$ cat src/rtl/gamedata_line_scanner_pkg.sv
// Shared widths, type codes, FSM states and entry layout for the gamedata line scanner.
// Optional build macro used by the scanner: GAMEDATA_COLLIDE_EN.
package gamedata_line_scanner_pkg;

   localparam int TYPE_W    = 4;
   localparam int X_W       = 10;
   localparam int Y_W       = 10;
   localparam int W_W       = 8;
   localparam int H_W       = 8;
   localparam int OBJ_COUNT = 8;
   localparam int SLOTS     = 4;

   localparam int DATA_LEN = TYPE_W + X_W + Y_W + W_W + H_W;
   localparam int GD_W     = OBJ_COUNT * DATA_LEN;
   localparam int IDX_W    = (OBJ_COUNT > 1) ? $clog2(OBJ_COUNT) : 1;
   localparam int CNT_W    = $clog2(SLOTS + 1);

   localparam logic [TYPE_W-1:0] TYPE_END      = '0;
   localparam logic [TYPE_W-1:0] TYPE_DINO     = TYPE_W'(1);
   localparam logic [TYPE_W-1:0] TYPE_OBSTACLE = TYPE_W'(2);

   typedef enum logic [1:0] {
      ST_IDLE  = 2'd0,
      ST_SCAN  = 2'd1,
      ST_READY = 2'd2
   } state_t;

   // Packed MSB-first, so the type field lands at the entry LSB.
   typedef struct packed {
      logic [H_W-1:0]    h;
      logic [W_W-1:0]    w;
      logic [Y_W-1:0]    y;
      logic [X_W-1:0]    x;
      logic [TYPE_W-1:0] typ;
   } obj_t;

   // Vertical overlap; the end row is formed one bit wider so y+height never wraps.
   function automatic logic line_overlap(obj_t o, logic [Y_W-1:0] ly);
      logic [Y_W:0] y_end;
      y_end = {1'b0, o.y} + {{(Y_W + 1 - H_W){1'b0}}, o.h};
      return (o.y <= ly) && ({1'b0, ly} < y_end);
   endfunction

endpackage

$ cat src/rtl/gamedata_line_scanner_if.sv
// Line-scan and pixel-query bus between the game/VGA side (master) and the scanner (slave).
interface gamedata_line_scanner_if;
   import gamedata_line_scanner_pkg::*;

   // line_start and pix_valid are single-cycle strobes with no backpressure: the scanner
   // accepts every strobe. line_ready is a level; hit_valid pulses exactly one cycle after
   // each accepted pix_valid, and the other hit_* fields hold between responses.
   logic [GD_W-1:0]   gamedata;
   logic              line_start;
   logic [Y_W-1:0]    line_y;
   logic              line_ready;
   logic              pix_valid;
   logic [X_W-1:0]    pix_x;
   logic              hit_valid;
   logic              hit;
   logic [TYPE_W-1:0] hit_type;
   logic [W_W-1:0]    hit_u;
   logic [H_W-1:0]    hit_v;
   logic              overflow;
   logic              collide;
   state_t            dbg_state;

   modport master (
      output gamedata, line_start, line_y, pix_valid, pix_x,
      input  line_ready, hit_valid, hit, hit_type, hit_u, hit_v, overflow, collide, dbg_state
   );

   modport slave (
      input  gamedata, line_start, line_y, pix_valid, pix_x,
      output line_ready, hit_valid, hit, hit_type, hit_u, hit_v, overflow, collide, dbg_state
   );

endinterface

$ cat src/rtl/gamedata_slot_match.sv
// One buffered object for the current line: holds its fields and tests a pixel column against
// its horizontal extent, producing the local (u,v) sprite coordinates.
module gamedata_slot_match
   import gamedata_line_scanner_pkg::*;
(
   input  logic              clock,
   input  logic              rst,
   input  logic              clr_i,
   input  logic              ld_i,
   input  logic [TYPE_W-1:0] ld_type_i,
   input  logic [X_W-1:0]    ld_x_i,
   input  logic [W_W-1:0]    ld_w_i,
   input  logic [H_W-1:0]    ld_v_i,
   input  logic [X_W-1:0]    pix_x_i,
   output logic              match_o,
   output logic [TYPE_W-1:0] type_o,
   output logic [W_W-1:0]    u_o,
   output logic [H_W-1:0]    v_o
);

   logic              valid_q;
   logic [TYPE_W-1:0] type_q;
   logic [X_W-1:0]    x_q;
   logic [W_W-1:0]    w_q;
   logic [H_W-1:0]    v_q;
   logic [X_W:0]      x_end;

   always_ff @(posedge clock) begin
      if (rst) begin
         valid_q <= 1'b0;
         type_q  <= '0;
         x_q     <= '0;
         w_q     <= '0;
         v_q     <= '0;
      end else if (clr_i) begin
         valid_q <= 1'b0;
      end else if (ld_i) begin
         valid_q <= 1'b1;
         type_q  <= ld_type_i;
         x_q     <= ld_x_i;
         w_q     <= ld_w_i;
         v_q     <= ld_v_i;
      end
   end

   // Widened end column: objects near the right edge must not wrap back to column 0.
   assign x_end   = {1'b0, x_q} + {{(X_W + 1 - W_W){1'b0}}, w_q};
   assign match_o = valid_q && (pix_x_i >= x_q) && ({1'b0, pix_x_i} < x_end);
   assign type_o  = type_q;
   assign u_o     = pix_x_i[W_W-1:0] - x_q[W_W-1:0];
   assign v_o     = v_q;

endmodule

$ cat src/rtl/gamedata_line_scanner.sv
// Per-line gamedata scanner: snapshots the object list, buffers objects overlapping the line,
// then answers pixel queries with the topmost covering object. Optional: GAMEDATA_COLLIDE_EN.
module gamedata_line_scanner
   import gamedata_line_scanner_pkg::*;
(
   input  logic                   clock,
   input  logic                   rst,
   gamedata_line_scanner_if.slave bus
);

   state_t               state_q;
   logic [IDX_W-1:0]     idx_q;
   logic [CNT_W-1:0]     cnt_q;
   logic                 overflow_q;
   logic                 line_ready_q;
   logic [Y_W-1:0]       line_y_q;
   logic [DATA_LEN-1:0]  snap_q [OBJ_COUNT];

   obj_t                 cur;
   logic                 cur_end;
   logic                 cur_overlap;
   logic                 slot_free;
   logic                 scan_ld;
   logic [H_W-1:0]       cur_v;

   logic                 match   [SLOTS];
   logic [TYPE_W-1:0]    s_type  [SLOTS];
   logic [W_W-1:0]       s_u     [SLOTS];
   logic [H_W-1:0]       s_v     [SLOTS];

   logic                 any_hit;
   logic [TYPE_W-1:0]    sel_type;
   logic [W_W-1:0]       sel_u;
   logic [H_W-1:0]       sel_v;

   logic                 hit_valid_q;
   logic                 hit_q;
   logic [TYPE_W-1:0]    hit_type_q;
   logic [W_W-1:0]       hit_u_q;
   logic [H_W-1:0]       hit_v_q;
   logic                 collide_q;

   assign cur         = obj_t'(snap_q[idx_q]);
   assign cur_end     = (cur.typ == TYPE_END);
   assign cur_overlap = line_overlap(cur, line_y_q);
   assign slot_free   = (cnt_q < CNT_W'(SLOTS));
   assign cur_v       = line_y_q[H_W-1:0] - cur.y[H_W-1:0];
   assign scan_ld     = (state_q == ST_SCAN) && !bus.line_start && !cur_end && cur_overlap && slot_free;

   // Scan FSM. line_start wins over everything and restarts from a fresh snapshot.
   always_ff @(posedge clock) begin
      if (rst) begin
         state_q      <= ST_IDLE;
         idx_q        <= '0;
         cnt_q        <= '0;
         overflow_q   <= 1'b0;
         line_ready_q <= 1'b0;
         line_y_q     <= '0;
         for (int k = 0; k < OBJ_COUNT; k++) snap_q[k] <= '0;
      end else if (bus.line_start) begin
         state_q      <= ST_SCAN;
         idx_q        <= '0;
         cnt_q        <= '0;
         overflow_q   <= 1'b0;
         line_ready_q <= 1'b0;
         line_y_q     <= bus.line_y;
         for (int k = 0; k < OBJ_COUNT; k++) snap_q[k] <= bus.gamedata[k*DATA_LEN +: DATA_LEN];
      end else if (state_q == ST_SCAN) begin
         if (cur_end) begin
            state_q      <= ST_READY;
            line_ready_q <= 1'b1;
         end else begin
            if (cur_overlap) begin
               if (slot_free) cnt_q <= cnt_q + 1'b1;
               else           overflow_q <= 1'b1;
            end
            if (idx_q == IDX_W'(OBJ_COUNT - 1)) begin
               state_q      <= ST_READY;
               line_ready_q <= 1'b1;
            end else begin
               idx_q <= idx_q + 1'b1;
            end
         end
      end
   end

   for (genvar k = 0; k < SLOTS; k++) begin : g_slot
      gamedata_slot_match u_slot (
         .clock     (clock),
         .rst       (rst),
         .clr_i     (bus.line_start),
         .ld_i      (scan_ld && (cnt_q == CNT_W'(k))),
         .ld_type_i (cur.typ),
         .ld_x_i    (cur.x),
         .ld_w_i    (cur.w),
         .ld_v_i    (cur_v),
         .pix_x_i   (bus.pix_x),
         .match_o   (match[k]),
         .type_o    (s_type[k]),
         .u_o       (s_u[k]),
         .v_o       (s_v[k])
      );
   end

   // Walk from the top slot down so the lowest matching slot overrides the rest.
   always_comb begin
      any_hit  = 1'b0;
      sel_type = '0;
      sel_u    = '0;
      sel_v    = '0;
      for (int k = SLOTS - 1; k >= 0; k--) begin
         if (match[k]) begin
            any_hit  = 1'b1;
            sel_type = s_type[k];
            sel_u    = s_u[k];
            sel_v    = s_v[k];
         end
      end
   end

   always_ff @(posedge clock) begin
      if (rst) begin
         hit_valid_q <= 1'b0;
         hit_q       <= 1'b0;
         hit_type_q  <= '0;
         hit_u_q     <= '0;
         hit_v_q     <= '0;
      end else begin
         hit_valid_q <= bus.pix_valid;
         if (bus.pix_valid) begin
            if (line_ready_q && any_hit) begin
               hit_q      <= 1'b1;
               hit_type_q <= sel_type;
               hit_u_q    <= sel_u;
               hit_v_q    <= sel_v;
            end else begin
               hit_q      <= 1'b0;
               hit_type_q <= '0;
               hit_u_q    <= '0;
               hit_v_q    <= '0;
            end
         end
      end
   end

`ifdef GAMEDATA_COLLIDE_EN
   logic seen_one;
   logic multi_hit;

   always_comb begin
      seen_one  = 1'b0;
      multi_hit = 1'b0;
      for (int k = 0; k < SLOTS; k++) begin
         if (match[k]) begin
            if (seen_one) multi_hit = 1'b1;
            seen_one = 1'b1;
         end
      end
   end

   // Sticky for the whole frame; only the line-0 start of the next frame clears it.
   always_ff @(posedge clock) begin
      if (rst) begin
         collide_q <= 1'b0;
      end else if (bus.pix_valid && line_ready_q && multi_hit) begin
         collide_q <= 1'b1;
      end else if (bus.line_start && (bus.line_y == '0)) begin
         collide_q <= 1'b0;
      end
   end
`else
   assign collide_q = 1'b0;
`endif

   assign bus.line_ready = line_ready_q;
   assign bus.overflow   = overflow_q;
   assign bus.hit_valid  = hit_valid_q;
   assign bus.hit        = hit_q;
   assign bus.hit_type   = hit_type_q;
   assign bus.hit_u      = hit_u_q;
   assign bus.hit_v      = hit_v_q;
   assign bus.collide    = collide_q;
   assign bus.dbg_state  = state_q;

endmodule

$ cat src/flat_wrapper.sv
// flat-port wrapper written by rule: the top's interface ports become plain ports
module gamedata_line_scanner_flat import gamedata_line_scanner_pkg::*;
  (clock, rst, bus_gamedata, bus_line_start, bus_line_y, bus_pix_valid, bus_pix_x, bus_line_ready, bus_hit_valid, bus_hit, bus_hit_type, bus_hit_u, bus_hit_v, bus_overflow, bus_collide, bus_dbg_state);
  gamedata_line_scanner_if bus_i ();
  input  logic clock;
  input  logic rst;
  input wire logic [$bits(bus_i.gamedata)-1:0] bus_gamedata;
  input wire logic [$bits(bus_i.line_start)-1:0] bus_line_start;
  input wire logic [$bits(bus_i.line_y)-1:0] bus_line_y;
  input wire logic [$bits(bus_i.pix_valid)-1:0] bus_pix_valid;
  input wire logic [$bits(bus_i.pix_x)-1:0] bus_pix_x;
  output wire logic [$bits(bus_i.line_ready)-1:0] bus_line_ready;
  output wire logic [$bits(bus_i.hit_valid)-1:0] bus_hit_valid;
  output wire logic [$bits(bus_i.hit)-1:0] bus_hit;
  output wire logic [$bits(bus_i.hit_type)-1:0] bus_hit_type;
  output wire logic [$bits(bus_i.hit_u)-1:0] bus_hit_u;
  output wire logic [$bits(bus_i.hit_v)-1:0] bus_hit_v;
  output wire logic [$bits(bus_i.overflow)-1:0] bus_overflow;
  output wire logic [$bits(bus_i.collide)-1:0] bus_collide;
  output wire logic [$bits(bus_i.dbg_state)-1:0] bus_dbg_state;
  assign bus_i.gamedata = bus_gamedata;
  assign bus_i.line_start = bus_line_start;
  assign bus_i.line_y = bus_line_y;
  assign bus_i.pix_valid = bus_pix_valid;
  assign bus_i.pix_x = bus_pix_x;
  assign bus_line_ready = bus_i.line_ready;
  assign bus_hit_valid = bus_i.hit_valid;
  assign bus_hit = bus_i.hit;
  assign bus_hit_type = bus_i.hit_type;
  assign bus_hit_u = bus_i.hit_u;
  assign bus_hit_v = bus_i.hit_v;
  assign bus_overflow = bus_i.overflow;
  assign bus_collide = bus_i.collide;
  assign bus_dbg_state = bus_i.dbg_state;
  gamedata_line_scanner u_core (.clock(clock), .rst(rst), .bus(bus_i));
endmodule
$ cat config.mk
export PLATFORM = sky130hd
export DESIGN_NAME = gamedata_line_scanner_flat
export DESIGN_NICKNAME = d
export VERILOG_FILES = /design/src/rtl/gamedata_line_scanner_pkg.sv /design/src/rtl/gamedata_line_scanner_if.sv /design/src/rtl/gamedata_slot_match.sv /design/src/rtl/gamedata_line_scanner.sv /design/src/flat_wrapper.sv
export SDC_FILE = /design/constraint.sdc
export NUM_CORES = 1
export LEC_CHECK = 0
export CAP_MARGIN = 20
export CORE_UTILIZATION = 55
export DETAILED_ROUTE_END_ITERATION = 10
export GPL_TIMING_DRIVEN = 0
export PLACE_DENSITY = 0.83
export REMOVE_ABC_BUFFERS = 1
export SYNTH_ARGS = -nofsm -noshare
export SYNTH_HDL_FRONTEND = slang
export SYNTH_HIERARCHICAL = 1
export SYNTH_SLANG_ARGS = --single-unit
export TNS_END_PERCENT = 20
$ cat constraint.sdc
create_clock -name clock -period 13 [get_ports clock]
set_input_delay 2.6 -clock clock [delete_from_list [all_inputs] [get_ports clock]]
set_output_delay 2.6 -clock clock [all_outputs]
set_load 0.02 [all_outputs]
Yosys cells after proc, flatten, opt, wreduce, memory -nomap -nowiden
Memory sizes are Yosys's and may differ from the RTL's. A register that Yosys moved wholly into a read port is not among the register bits.
Cells that the tools add are included.
- add/sub/neg operators: 12
- order comparisons: 11
- eq/ne operators: 5
- multiplexer cells: 41
- bitwise operators: 12
- reductions and logical operators: 35
- operators with widths (kind ; number):
    $mux W40 ; 8
    $mux W8 ; 10
    $add A10 B8 Y11 ; 5
    $lt A10 B11 Y1 ; 5
    $ge A10 B10 Y1 ; 4
    $sub A8 B8 Y8 ; 5
    $mux W4 ; 5
    $logic_and A1 B1 Y1 ; 18
    $mux W1 ; 14
    $reduce_and A2 Y1 ; 6
    $le A10 B10 Y1 ; 1
    $or A1 B1 Y1 ; 8
    $reduce_and A4 Y1 ; 2
    $add A3 B1 Y3 const B ; 2
    $eq A3 B2 Y1 const B ; 2
    $mux W3 ; 2
    $logic_not A4 Y1 ; 1
    $mux W2 ; 2
    $not A1 Y1 ; 4
    $reduce_bool A2 Y1 ; 2
    $eq A3 B1 Y1 const B ; 1
    $eq A3 B3 Y1 const B ; 1
    $logic_not A3 Y1 ; 1
    $lt A3 B3 Y1 const B ; 1
    other kinds (5) ; 6
- register bits after elaboration: 166
- RAM bits: 320
- output and inout port bits: 27
- logic and storage cells: 149
- memories kept: 1
- memory list (name ; words ; width ; read ports ; clocked after Yosys merged registers in ; wr ports ; RTL line ; RTL):
    u_core.snap_q ; 8 ; 40 ; 1 ; 1 ; 8 ; gamedata_line_scanner.sv:17 ; logic [DATA_LEN-1:0] snap_q [OBJ_COUNT];

Logic depth before layout (Yosys ltp)
- depth in word-level cells: 9
- depth in mapped cells: 26
- mapped depth without buffers: 21

Hierarchy
The synthesis kept the hierarchy.
- modules (own cells, without submodules) (module ; instances ; cells each ; area each (sq um)):
    gamedata_line_scanner ; 1 ; 1222 ; 17390.4
    gamedata_slot_match (u_core.g_slot[1].u_slot ...) ; 2 ; 256 ; 2039.5
    gamedata_slot_match (u_core.g_slot[0].u_slot) ; 1 ; 259 ; 2030.7
    gamedata_slot_match (u_core.g_slot[3].u_slot) ; 1 ; 259 ; 2020.7

Least setup slack after synthesis
No wires, ideal clock.
- path type: input -> register
- from: in bus_line_start
- to: mem u_core/snap_q[0][0] in the netlist's numbering (enable)
- setup time: 2.674 ns
- arrival: 8.968 ns
- data required time: 10.326 ns
- setup slack: 1.358 ns
- cell stages on the path: 3
- path buffers: 1
- cell sequence: clkbuf_1 nor2_1 clkinv_1
- RTL lines (item ; RTL line ; RTL):
    start: declaration ; flat_wrapper.sv:8 ; input wire logic [$bits(bus_i.line_start)-1:0] bus_line_start;
    end: declaration ; gamedata_line_scanner.sv:17 ;

==> impl_metrics.csv <==
group,metric,value,unit
floorplan,io_pins,371,
floorplan,die_area,47300,sq um
layout,drive_gt1_share,9.54,%
logic_synthesis,synth-seq-area-share,50.8,%
logic_synthesis,synth.area.top_cells,"edfxtp_1, dfxtp_1, ha_1",
layout,final_cell_mix,"clkdlybuf4s50_1, edfxtp_1, nand2_1",
run,max-cap-violations,0,
drt,routedWlPerCell,19.9,um
pwr,power_density,118,nW/um^2
clocking,cts-root-buf,"clkbuf_16",
critical_path,cp_slowest_stage_delay,940,ps
hold_path,min_from,"u_core/g_slot[1].u_slot/v_o[0]",
global_route,antenna_found_initial,2,
critical_path,cp_common_cell,"a21oi_1",
critical_path,worstPathArrival,7500,ps
placement,placed_cell_area,30100,sq um
sta,worst_pin_slew,972,ps
floorplan,fp.dieH,217,um
hold_path,hold_end,"u_core/g_slot[1].u_slot/v_o[0]",
drt,wirelength,64000,um
floorplan,num_rows,78,
critical_path,worstSetupStartpointType,"register",
critical_path,r2r_setup_slack,6010,ps
logic_synthesis,netlist_area,25500,sq um
sta,setup_viol,0,
layout,num-fill-cells,3174,
logic_synthesis,ys_seq_elements,488,
global_route,grt_max_degree,149,
status,outcome,"completed",
pwr,p_leak,0.0119,uW
logic_synthesis,synthArstFlopShare,0,%
drt,drt_first_pass_iters,8,
critical_path,critical_path_required,13510,ps
layout,area_growth,24.6,%
drt,dr_total_vias,18400,
clocking,post_cts_buffers,0,
clocking,numCtsBuffers,52,
logic_synthesis,synth_top_cell_by_area,"edfxtp_1",
critical_path,worstSetupPathType,"register to register",
clocking,cts_max_level,2,
critical_path,critPathMaxFanout,44,
global_route,overflow,0,
layout,diodes,0,
critical_path,cp-end-kind,"register",
drt,drtIter0Drc,1435,
hold_path,hold_path_class,"register to register",
sta,max_freq,143,MHz
clocking,clk_latency,610,ps
clocking,clkTransAtPathRegs,60,ps
global_route,track_usage,26.9,%
clocking,cts_sinks,488,
logic_synthesis,ys_warn_count,6,
layout,design_area,31800,sq um
floorplan,fp.coreArea,45600,sq um
sta,slew_viol_final,0,
clocking,cts_hold_buf,0,
placement,place_inst,3123,
logic_synthesis,synth_ff_type,"edfxtp_1",
drt,post-route-drc-count,0,
floorplan,initial_utilization,56.0,%
global_route,grt_pass1_vias,18700,
pwr,vdd_drop_max,0.0917,mV
critical_path,cp_cell_sequence,"buf_16 > mux4_2 > mux2i_1 > inv_1 > ha_1 > fa_1 > a21oi_1 > nand3b_1 > a21boi_0 > o21ai_0 > xnor2_1 > ha_1 > a21o_1 > a21oi_1 > o21ai_0 > o31ai_2 > nand2_1 > nor4b_1 > nor2b_2 > buf_16 > nand2_1 > a21oi_1",
sta,holdWs,455,ps
sta,setup_slack,6010,ps
logic_synthesis,syn_avg_cell_area,11.3,sq um
sta,tns,0,ps
sta,fin_crit_sh,53.8,%
layout,final_cell_count_no_fill,3221,
layout,nets,3080,
sta,fin_crit,6990,ps
drt,routed_via_density,5.73,
sta,hold_viol,0,
placement,gp_congestion,0.943,
hold_path,min_path_cells,2,
sta,rsz0062_at_grt,"false",
logic_synthesis,synth-edff-count,320,
layout,final_common_cell,"clkdlybuf4s50_1",
global_route,grt_pass1_wl,97800,um
floorplan,die_x,217,um
critical_path,r2r_cells,22,
clocking,cts_buffer_depth,3,
logic_synthesis,ys_types,78,
critical_path,r2r_end,"u_core/g_slot[3].u_slot/w_q[1]",
placement,dp.final_hpwl,44900,um
clocking,cts_tree,"yes",
placement,pre_cts_slack,5740,ps
sta,slew_headroom,34.9,%
placement,port_buffers,369,
critical_path,crit_path_top_delay_cell,"dfxtp_4",
logic_synthesis,synthDominantCellAreaShare,37.7,%
logic_synthesis,syn_inst,2252,
sta,finClkSkew,29.0,ps
drt,ant_nets,0,
clocking,cts_resized,0,
-- cells by family (layout without fill, tap and decap cells) --
group                    Yosys count  count (layout)  synth area share [%]
AND/OR/NAND/NOR                  807             807                  16.1
flip-flops                       488             488                  50.8
AO/OA/AOI/OAI                    389             389                  10.3
buffers and inverters            213             582                  3.27
adder cells (fa/ha/maj)          159             159                  8.09
multiplexers                     132             132                  9.20
XOR/XNOR                          63              63                  2.16
other                              1               1                0.0147
-- final cells by class --
type	instances	area, sq um	share of cell area (%)
flip-flops and latches	488	13000	40.8
clock inverters	26	263	0.826
inverters	93	354	1.11
multi-input cells	1551	11700	36.9
well taps	600	751	2.36
clock buffers	72	1470	4.62
repair buffers	391	4240	13.3
-- stage by stage --
step	total power, uW	util (%)
after floorplan	2070	-
after global placement	2280	64.7
after detailed placement	2280	66.0
after CTS	3780	69.8
after global routing	3870	69.8
final	3740	69.8
-- registers in the layout (all words and copies together), names as in the netlist, 4 cells and up, named ones only --
name	count
u_core/snap_q	320
u_core/g_slot.u_slot/x_q	40
u_core/g_slot.u_slot/v_o	32
u_core/g_slot.u_slot/w_q	32
u_core/g_slot.u_slot/type_o	16
u_core/line_y_q	10
u_core/bus.hit_u	8
u_core/bus.hit_v	8
u_core/bus.hit_type	4
u_core/g_slot.u_slot/valid_q	4
-- power breakdown --
part	switching, uW	internal, uW
logic	222	244
registers	35.0	1750
clock network	607	888
total	864	2880
-- worst max path at each step --
stage	startpoint	to	slack, ps	cells after the start
2_1_floorplan	bus_line_start	u_core/snap_q[0][0]	1570	2
3_3_place_gp	rst	u_core/snap_q[5][17]	-15860	3
3_5_place_dp	bus_pix_x[1]	u_core/bus.hit_v[1]	5740	14
4_1_cts	register	u_core/g_slot[3].u_slot/x_q[9]	5950	22
5_1_grt	register	u_core/g_slot[3].u_slot/x_q[9]	5540	22
6_report	register	u_core/g_slot[3].u_slot/w_q[1]	6010	22
-- cell usage after synthesis, types with 5 or more instances --
master / instances
dfxtp_1: 168
nor2_1: 106
clkbuf_1: 96
o221ai_1: 20
nand4_1: 10
a221oi_1: 20
and2_1: 240
nand3_1: 10
edfxtp_1: 320
xnor2_1: 41
fa_1: 10
xor2_1: 22
nand2b_1: 22
o21ai_1: 6
nand2_1: 271
nor2b_1: 99
ha_1: 149
and3_1: 9
a21o_1: 24
o21a_1: 15
nor4_1: 5
nor3_1: 16
o21ai_0: 29
a21oi_2: 7
mux2_2: 30
buf_2: 17
a31oi_1: 9
a211o_1: 9
mux4_2: 79
a21oi_1: 192
mux2i_1: 23
inv_1: 92
-- critical path, delay by kind of cell (launching register included) --
kind,cells,cell delay [ps]
AND/OR/NAND/NOR,5,1760
AO/OA/AOI/OAI,8,1500
flip-flops,1,940
adder cells (fa/ha/maj),3,950
buffers and inverters,3,690
XOR/XNOR,1,170
multiplexers,2,830
-- per-layer routing --
layer  part of all wire (%)  vias to the layer above  track usage [%]  wire length [um]
met4                    3.8                        4             11.9              2450
li1                       -                     8690                -                 -
met5                  0.041                        -                0                26
met3                    6.6                      130             4.63              4240
met2                     51                      641             47.1             32500
met1                     39                     8984             32.4             24800
Note: power is estimated with default switching activity, not from simulation.
